## src/rtl/axil_rr_arbiter.sv

```systemverilog
// Two-requester round-robin front end for a single AXI-Lite master port.
// One transaction in flight; response is returned as a one-cycle pulse to the winner.
module axil_rr_arbiter #(
  parameter int unsigned ADDR_WIDTH = 4,
  parameter int unsigned DATA_WIDTH = 32
) (
  input  logic                    clk_i,
  input  logic                    rst_i,

  input  logic [1:0]              req_valid_i,
  input  logic [1:0]              req_write_i,
  input  logic [2*ADDR_WIDTH-1:0] req_addr_i,
  input  logic [2*DATA_WIDTH-1:0] req_wdata_i,
  output logic [1:0]              req_ready_o,
  output logic [1:0]              rsp_valid_o,
  output logic [DATA_WIDTH-1:0]   rsp_rdata_o,
  output logic [1:0]              rsp_resp_o,

  output logic [ADDR_WIDTH-1:0]   m_awaddr,
  output logic [2:0]              m_awprot,
  output logic                    m_awvalid,
  input  logic                    m_awready,

  output logic [DATA_WIDTH-1:0]   m_wdata,
  output logic [DATA_WIDTH/8-1:0] m_wstrb,
  output logic                    m_wvalid,
  input  logic                    m_wready,

  input  logic [1:0]              m_bresp,
  input  logic                    m_bvalid,
  output logic                    m_bready,

  output logic [ADDR_WIDTH-1:0]   m_araddr,
  output logic [2:0]              m_arprot,
  output logic                    m_arvalid,
  input  logic                    m_arready,

  input  logic [DATA_WIDTH-1:0]   m_rdata,
  input  logic [1:0]              m_rresp,
  input  logic                    m_rvalid,
  output logic                    m_rready
);

  localparam int unsigned STRB_WIDTH = DATA_WIDTH / 8;

  typedef enum logic [1:0] {
    IDLE  = 2'd0,
    WRITE = 2'd1,
    READ  = 2'd2,
    RESP  = 2'd3
  } state_e;

  state_e                 state_q, state_d;
  logic                   last_grant_q, last_grant_d;
  logic                   grant_q, grant_d;
  logic                   awvalid_q, awvalid_d;
  logic                   wvalid_q, wvalid_d;
  logic                   arvalid_q, arvalid_d;
  logic                   bready_q, bready_d;
  logic                   rready_q, rready_d;
  logic [1:0]             rsp_valid_q, rsp_valid_d;
  logic [ADDR_WIDTH-1:0]  awaddr_q, awaddr_d;
  logic [ADDR_WIDTH-1:0]  araddr_q, araddr_d;
  logic [DATA_WIDTH-1:0]  wdata_q, wdata_d;
  logic [DATA_WIDTH-1:0]  rdata_q, rdata_d;
  logic [1:0]             resp_q, resp_d;

  logic                   win_c;
  logic [ADDR_WIDTH-1:0]  win_addr_c;
  logic [DATA_WIDTH-1:0]  win_wdata_c;
  logic [1:0]             req_ready_c;
  logic                   aw_done_c;
  logic                   w_done_c;
  logic                   ar_done_c;

  // Round-robin pick: a tie goes to whoever did not win last time.
  always_comb begin
    win_c = 1'b0;
    if (req_valid_i == 2'b11) begin
      win_c = ~last_grant_q;
    end else if (req_valid_i[1]) begin
      win_c = 1'b1;
    end
    win_addr_c  = win_c ? req_addr_i[2*ADDR_WIDTH-1:ADDR_WIDTH]
                        : req_addr_i[ADDR_WIDTH-1:0];
    win_wdata_c = win_c ? req_wdata_i[2*DATA_WIDTH-1:DATA_WIDTH]
                        : req_wdata_i[DATA_WIDTH-1:0];
  end

  // A channel counts as done once its valid has dropped or handshakes this cycle.
  assign aw_done_c = !awvalid_q || m_awready;
  assign w_done_c  = !wvalid_q  || m_wready;
  assign ar_done_c = !arvalid_q || m_arready;

  // Next-state and datapath capture.
  always_comb begin
    state_d      = state_q;
    last_grant_d = last_grant_q;
    grant_d      = grant_q;
    awvalid_d    = awvalid_q;
    wvalid_d     = wvalid_q;
    arvalid_d    = arvalid_q;
    awaddr_d     = awaddr_q;
    araddr_d     = araddr_q;
    wdata_d      = wdata_q;
    rdata_d      = rdata_q;
    resp_d       = resp_q;
    req_ready_c  = 2'b00;

    case (state_q)
      IDLE: begin
        if (req_valid_i != 2'b00) begin
          req_ready_c  = win_c ? 2'b10 : 2'b01;
          grant_d      = win_c;
          last_grant_d = win_c;
          if (req_write_i[win_c]) begin
            state_d   = WRITE;
            awaddr_d  = win_addr_c;
            wdata_d   = win_wdata_c;
            awvalid_d = 1'b1;
            wvalid_d  = 1'b1;
          end else begin
            state_d   = READ;
            araddr_d  = win_addr_c;
            arvalid_d = 1'b1;
          end
        end
      end
      WRITE: begin
        awvalid_d = awvalid_q && !m_awready;
        wvalid_d  = wvalid_q  && !m_wready;
        if (m_bvalid && bready_q && aw_done_c && w_done_c) begin
          resp_d  = m_bresp;
          rdata_d = '0;
          state_d = RESP;
        end
      end
      READ: begin
        arvalid_d = arvalid_q && !m_arready;
        if (m_rvalid && rready_q && ar_done_c) begin
          resp_d  = m_rresp;
          rdata_d = m_rdata;
          state_d = RESP;
        end
      end
      RESP: begin
        state_d = IDLE;
      end
      default: begin
        state_d = IDLE;
      end
    endcase
  end

  // Ready strobes and the response pulse follow the state being entered.
  always_comb begin
    bready_d    = 1'b0;
    rready_d    = 1'b0;
    rsp_valid_d = 2'b00;
    case (state_d)
      WRITE:   bready_d = 1'b1;
      READ:    rready_d = 1'b1;
      RESP:    rsp_valid_d = grant_d ? 2'b10 : 2'b01;
      default: ;
    endcase
  end

  always_ff @(posedge clk_i or posedge rst_i) begin
    if (rst_i) begin
      state_q      <= IDLE;
      last_grant_q <= 1'b1;
      grant_q      <= 1'b0;
      awvalid_q    <= 1'b0;
      wvalid_q     <= 1'b0;
      arvalid_q    <= 1'b0;
      bready_q     <= 1'b0;
      rready_q     <= 1'b0;
      rsp_valid_q  <= 2'b00;
      awaddr_q     <= '0;
      araddr_q     <= '0;
      wdata_q      <= '0;
      rdata_q      <= '0;
      resp_q       <= 2'b00;
    end else begin
      state_q      <= state_d;
      last_grant_q <= last_grant_d;
      grant_q      <= grant_d;
      awvalid_q    <= awvalid_d;
      wvalid_q     <= wvalid_d;
      arvalid_q    <= arvalid_d;
      bready_q     <= bready_d;
      rready_q     <= rready_d;
      rsp_valid_q  <= rsp_valid_d;
      awaddr_q     <= awaddr_d;
      araddr_q     <= araddr_d;
      wdata_q      <= wdata_d;
      rdata_q      <= rdata_d;
      resp_q       <= resp_d;
    end
  end

  // Acceptance is combinational, so it must also be masked while reset is held.
  assign req_ready_o = rst_i ? 2'b00 : req_ready_c;
  assign rsp_valid_o = rsp_valid_q;
  assign rsp_rdata_o = rdata_q;
  assign rsp_resp_o  = resp_q;

  assign m_awaddr  = awaddr_q;
  assign m_awprot  = 3'b000;
  assign m_awvalid = awvalid_q;
  assign m_wdata   = wdata_q;
  assign m_wstrb   = {STRB_WIDTH{1'b1}};
  assign m_wvalid  = wvalid_q;
  assign m_bready  = bready_q;
  assign m_araddr  = araddr_q;
  assign m_arprot  = 3'b000;
  assign m_arvalid = arvalid_q;
  assign m_rready  = rready_q;

endmodule

```

## config.mk

```make
export PLATFORM = sky130hd
export DESIGN_NAME = axil_rr_arbiter
export DESIGN_NICKNAME = d
export VERILOG_FILES = /design/src/rtl/axil_rr_arbiter.sv
export SDC_FILE = /design/constraint.sdc
export NUM_CORES = 1
export LEC_CHECK = 0
export ABC_AREA = 1
export CAP_MARGIN = 0
export CORE_ASPECT_RATIO = 1.1
export CORE_UTILIZATION = 43
export DETAILED_ROUTE_END_ITERATION = 12
export PLACE_DENSITY = 0.92
export SYNTH_ARGS = -nofsm -noshare
export SYNTH_HDL_FRONTEND = slang
export SYNTH_SLANG_ARGS = --single-unit
```

## constraint.sdc

```tcl
create_clock -name clk_i -period 4.2 [get_ports clk_i]
set_input_delay 0.42 -clock clk_i [delete_from_list [all_inputs] [get_ports clk_i]]
set_output_delay 0.42 -clock clk_i [all_outputs]
set_load 0.005 [all_outputs]
```

==> flow_metrics.env, run 1 <==
export IMPL_status="finished, final reports clean"
export IMPL_core_sq_um=8920
export IMPL_critPathMaxFanout=39
export IMPL_ys_warnings_count=0
export IMPL_grtUsageTotal=0.233
export IMPL_grt_overflow=0
export IMPL_crit_path_max_incr_delay_ns=0.56
export IMPL_cts_buffers_inserted=9
export IMPL_hold_class="register to register"
export IMPL_final_max_slew_viol_count=0
export IMPL_utilization=0.690
export IMPL_rsz0062_at_grt="false"
export IMPL_netlist_area_sq_um=3990
export IMPL_fin_crit_sh=0.646
export IMPL_antenna_found_initial=0
export IMPL_maxCapViolCount=0
export IMPL_ys_seq_area_frac=0.534
export IMPL_wl_mm=11.1
export IMPL_dieHeight_um=103
export IMPL_htreeDepth=3
export IMPL_synthCells=523
export IMPL_p_comb_frac=0.443
export IMPL_crit_type="input pin to output pin"
export IMPL_gp_congestion=0.805
export IMPL_synth_avg_cell_area_sq_um=7.62
export IMPL_critPathBufInv=4
export IMPL_p_leak_nw=3.18
export IMPL_cts_hold_buf=0
export IMPL_ys_ff_latch=85
export IMPL_grt_max_degree=60
export IMPL_n_antenna_cell=0
export IMPL_rows=36
export IMPL_vias=3905
export IMPL_synth_distinct_cells=21
export IMPL_drt_pass1_iterations=4
export IMPL_worst_endpoint_required_ns=3.78
export IMPL_cts_num_sinks=85
export IMPL_cts_tree="built"
export IMPL_dp_slack_ns=1.12
export IMPL_root_buffer="clkbuf_8"
export IMPL_cts_setup_buffers=0
export IMPL_portBuffers=201
export IMPL_layout_common_cells="nand2_1 (321), clkdlybuf4s50_1 (201), dfrtp_1 (84)"
export IMPL_swShare=0.336
export IMPL_grt_first_pass_wirelength_mm=17.1
export IMPL_ir_drop_mv=0.222
export IMPL_wl_per_cell_um=13.4
export IMPL_layout_setup_ws_ns=1.49
export IMPL_die_w_um=93.8
export IMPL_first_iter_violations=123
export IMPL_dp_hpwl_mm=8.30
export IMPL_hold_viol=0
export IMPL_start_kind="input pin"
export IMPL_die_area_sq_um=9660
export IMPL_setup_tns_ns=0
export IMPL_initial_core_util=0.447
export IMPL_drcViolationCount=0
export IMPL_slew_headroom=0.345
export IMPL_drtAntennaViolNets=0
export IMPL_vias_per_cell=4.70
export IMPL_crit_arrival_ns=2.29
export IMPL_ios=212
export IMPL_cp_cell_sequence="clkdlybuf4s50_1, nand2_1, nand2_1, buf_4, inv_1, nor3_1, clkdlybuf4s50_1"
export IMPL_clkPwrFrac=0.165
export IMPL_cts_resized=0
export IMPL_worstSetupEndpointType="output pin"
export IMPL_cts_max_path_buffers=2
export IMPL_power_switching_w=0.00118
export IMPL_p_seq_frac=0.392
export IMPL_cpLargestDelayFamily="buffers and inverters"
export IMPL_p_int_w=0.00233
export IMPL_clock_fmax_ghz=0.368
export IMPL_drive_above_1_share=0.0404
export IMPL_power_density_nw_per_um2=570
export IMPL_final_common_cell="nand2_1"
export IMPL_skew_ns=0.00766
export IMPL_grt_pass1_vias=3647
export IMPL_tightest_slew_ns=0.981
export IMPL_clock_latency_ns=0.34
export IMPL_cts_clk_slew_worst_paths_ns=0.08
export IMPL_period_minus_slack_ns=2.71
export IMPL_syn_to_final_growth_pct=54.2
export IMPL_setup_viol=0
export IMPL_finalNetCount=831
export IMPL_cp_slowest_cell="clkdlybuf4s50_1"
## logic make-up after synthesis
family,count (synthesis),share of synthesized area
other,2,0.00188
AO/OA/AOI/OAI,5,0.00627
flip-flops,85,0.534
buffers and inverters,56,0.0844
AND/OR/NAND/NOR,375,0.374
## worst paths after layout
check | start | endpoint | slack, ns | cells after the start
worst max-delay path | req_valid_i[0] | req_ready_o[0] | 1.49 | 7
worst min-delay path | last_grant_q | last_grant_q | 0.48 | 2
worst max register to register | last_grant_q | m_wdata[15] | 1.55 | 10
worst min register to register | last_grant_q | last_grant_q | 0.48 | 2
max in group asynchronous | rst_i | m_wdata[10] | 2.65 | 3
min in group asynchronous | rst_i | grant_q | 0.68 | 2
## stage by stage
stage	total power, W	instances	area [sq um]	hold slack (ns)
final	0.00350	831	6150	0.478
after global routing	0.00375	831	6150	0.505
after CTS	0.00353	831	6150	0.473
after detailed placement	0.00294	815	5950	0.462
after global placement	0.00288	815	5950	0.454
after floorplan	0.00205	531	4020	0.442
## Yosys cell counts
cell type / count / share of area
o21ai_1: 1 / 0.0013
a21oi_1: 4 / 0.0050
conb_1: 2 / 0.0019
inv_6: 1 / 0.0022
nor2_4: 1 / 0.0028
dfrtp_1: 84 / 0.53
nand2_2: 1 / 0.0016
inv_1: 19 / 0.018
clkbuf_1: 4 / 0.0038
nand2_4: 1 / 0.0028
buf_4: 16 / 0.030
inv_2: 2 / 0.0019
dfstp_2: 1 / 0.0066
nor3_1: 1 / 0.0013
nor2_2: 3 / 0.0047
nor2_1: 8 / 0.0075
nand4_2: 1 / 0.0031
nand3_1: 38 / 0.048
nand2_1: 321 / 0.30
buf_2: 7 / 0.0088
buf_6: 7 / 0.020
## flip-flops by register name, indices dropped and copies added (netlist names)
signal and count:
rsp_rdata_o 32, rsp_resp_o 2, m_arvalid 1, m_araddr 4
m_wvalid 1, last_grant_q 1, m_wdata 32, m_awaddr 4
m_bready 1, grant_q 1, rsp_valid_o 2, m_awvalid 1
m_rready 1, state_q 2
## final cells by class
| type | count | area (sq um) |
|---|---|---|
| fill | 674 | 2770 |
| sequential | 85 | 2130 |
| timing repair buffer | 204 | 2030 |
| multi-input combinational | 390 | 1550 |
| clock buffer | 13 | 159 |
| tap | 114 | 143 |
| inverter | 22 | 88.8 |
| clock inverter | 3 | 43.8 |
## per-layer routing
metal / GRT usage / vias up / wire length, um
met5: 0 / - / 0
met4: 0.101 / 0 / 193
met2: 0.420 / 183 / 5640
li1: - / 1933 / -
met3: 0.0494 / 16 / 914
met1: 0.269 / 1773 / 4380
## power groups by stage
stage	clock, W	combinational [W]	sequential (W)
2_1_floorplan	0	0.000661	0.00138
3_3_place_gp	0	0.00151	0.00137
3_5_place_dp	0	0.00157	0.00138
4_1_cts	0.000590	0.00157	0.00137
5_1_grt	0.000620	0.00172	0.00141
6_report	0.000577	0.00155	0.00137
## worst reg2reg max path: stages (launching register included)
cell,delay [ns]
dfstp_2,0.54
nand2_1,0.08
nand2_1,0.07
buf_4,0.34
nand2_1,0.13
nand2_1,0.11
inv_1,0.05
nand2_2,0.53
inv_2,0.46
nand2_1,0.17
nand2_1,0.06
No activity file was read; power rests on OpenSTA's default activity.
==> inputs of run 2 (changes only) <==
CORE_UTILIZATION = 40   (was 43)
PLACE_DENSITY = 0.87   (was 0.92)
clock period = 2.6 ns   (was 4.2 ns; I/O delays follow)
==> run 2 against run 1 <==
Effect of this change:
- register-to-register slack lost 0.93 ns
- cell count grew 0.96%
- hold slack lost 0.20 ns
- power grew 63%
- core utilization shrank 3.9 points
- final area grew 0.94%
- sequential share of layout area shrank 0.32 points
- largest cell class unchanged
- die area grew 7.4%
- combinational power grew 63%
- sequential power grew 61%
- via count grew 0.33%
- routed wire length shrank 0.33%
- largest power group unchanged
==> flow_metrics.env, run 2 (synthesis results as in run 1) <==
export IMPL_skew_ns=0.00603
export IMPL_hold_viol=0
export IMPL_finalNetCount=836
export IMPL_ios=212
export IMPL_rsz0062_at_grt="false"
export IMPL_grt_first_pass_wirelength_mm=18.6
export IMPL_drt_pass1_iterations=5
export IMPL_core_sq_um=9540
export IMPL_fin_crit_sh=0.896
export IMPL_setup_tns_ns=0
export IMPL_cts_hold_buf=0
export IMPL_final_common_cell="nand2_1"
export IMPL_drcViolationCount=0
export IMPL_rr_startpoint="last_grant_q"
export IMPL_grt_max_degree=48
export IMPL_grt_pass1_vias=3887
export IMPL_die_area_sq_um=10400
export IMPL_cts_tree="built"
export IMPL_wl_mm=11.1
export IMPL_post_dp_cell_area_sq_um=6000
export IMPL_worst_endpoint_required_ns=2.34
export IMPL_antenna_found_initial=0
export IMPL_start_kind="input pin"
export IMPL_rows=37
export IMPL_dieHeight_um=107
export IMPL_initial_core_util=0.418
export IMPL_portBuffers=201
export IMPL_syn_to_final_growth_pct=55.7
export IMPL_grt_overflow=0
export IMPL_setup_viol=0
export IMPL_cts_resized=0
export IMPL_final_max_slew_viol_count=0
export IMPL_n_antenna_cell=0
export IMPL_grtUsageTotal=0.227
export IMPL_clock_fmax_ghz=0.429
export IMPL_vias_per_cell=4.67
export IMPL_clock_latency_ns=0.35
export IMPL_cts_setup_buffers=0
export IMPL_layout_common_cells="nand2_1 (321), clkdlybuf4s50_1 (201), dfrtp_1 (84)"
export IMPL_crit_type="input pin to output pin"
export IMPL_slew_headroom=0.611
export IMPL_maxCapViolCount=0
export IMPL_dp_hpwl_mm=8.42
export IMPL_root_buffer="clkbuf_8"
export IMPL_cts_max_path_buffers=2
export IMPL_ir_drop_mv=0.373
export IMPL_htreeDepth=3
export IMPL_fill_cells=778
export IMPL_cts_num_sinks=85
export IMPL_cts_clk_slew_worst_paths_ns=0.09
export IMPL_vias=3918
export IMPL_final_cell_area_sq_um=6210
export IMPL_cts_buffers_inserted=9
export IMPL_wl_per_cell_um=13.2
export IMPL_p_leak_nw=3.21
export IMPL_hold_class="input pin to asynchronous set/reset pin"
export IMPL_crit_arrival_ns=2.07
export IMPL_tightest_slew_ns=0.583
export IMPL_drtAntennaViolNets=0
export IMPL_drive_above_1_share=0.0499
export IMPL_rr_worst_depth=10
export IMPL_die_w_um=97.2
export IMPL_first_iter_violations=199
export IMPL_period_minus_slack_ns=2.33
export IMPL_timing_rr_end="m_wdata[2]"
export IMPL_power_density_nw_per_um2=920
export IMPL_reg2reg_slack_ns=0.62
export IMPL_worstSetupEndpointType="output pin"
export IMPL_critPathMaxFanout=24
export IMPL_status="finished, final reports clean"
export IMPL_gp_congestion=0.829
run 2: changes by cell type in the layout (fill, tap and decap cells not counted), sizes merged:
| cell | change |
|---|---|
| buf | +5 |
| clkbuf | -4 |
| inv | +3 |
| clkinvlp | +1 |
run 2: layout make-up:
type | instances | area, sq um | share of cell area
multi-input combinational | 390 | 1550 | 0.250
clock buffer | 9 | 124 | 0.0200
inverter | 22 | 88.8 | 0.0143
timing repair buffer | 209 | 2080 | 0.336
tap | 117 | 146 | 0.0236
sequential | 85 | 2130 | 0.343
clock inverter | 7 | 82.6 | 0.0133
run 2: worst max-delay path by stage:
stage | to | cells past startpoint | start | slack [ns]
after floorplan | grant_q | 1 | rst_i | 0.15
after global placement | req_ready_o[0] | 6 | req_valid_i[1] | 0.33
after detailed placement | req_ready_o[1] | 8 | req_valid_i[0] | 0.30
after CTS | req_ready_o[0] | 6 | state_q[0] | 0.22
after global routing | req_ready_o[0] | 6 | state_q[0] | 0.06
final | req_ready_o[1] | 8 | req_valid_i[0] | 0.27
run 2: power breakdown:
| part | internal (W) | total, W | switching [W] |
|---|---|---|---|
| Sequential | 0.00188 | 0.00221 | 0.000328 |
| Clock | 0.000461 | 0.000963 | 0.000503 |
| Combinational | 0.00140 | 0.00253 | 0.00113 |
| Total | 0.00374 | 0.00571 | 0.00196 |
run 2: critical path, cell delays in order:
cell and delay, ns:
clkdlybuf4s50_1 0.44, nand2_1 0.12, nand2_1 0.08, inv_1 0.10
buf_4 0.27, nand2_1 0.14, nor2_1 0.12, clkdlybuf4s50_1 0.54
run 2: metal layers:
metal  part of all wire  up-vias  global-route usage
li1                   -     1950                   -
met1               0.41     1772               0.276
met2               0.49      185               0.398
met3              0.085       11              0.0613
met4              0.012        0              0.0640
met5                  0        -                   0
run 2: through the flow:
| stage | std cells | setup WS (ns) | util | hold slack, ns | power, W |
|---|---|---|---|---|---|
| 2_1_floorplan | 531 | 0.148 | - | 0.398 | 0.00330 |
| 3_3_place_gp | 823 | 0.331 | 0.629 | 0.455 | 0.00471 |
| 3_5_place_dp | 823 | 0.300 | 0.629 | 0.464 | 0.00479 |
| 4_1_cts | 839 | 0.223 | 0.651 | 0.240 | 0.00577 |
| 5_1_grt | 839 | 0.0577 | 0.651 | 0.271 | 0.00615 |
| 6_report | 839 | 0.270 | 0.651 | 0.277 | 0.00571 |
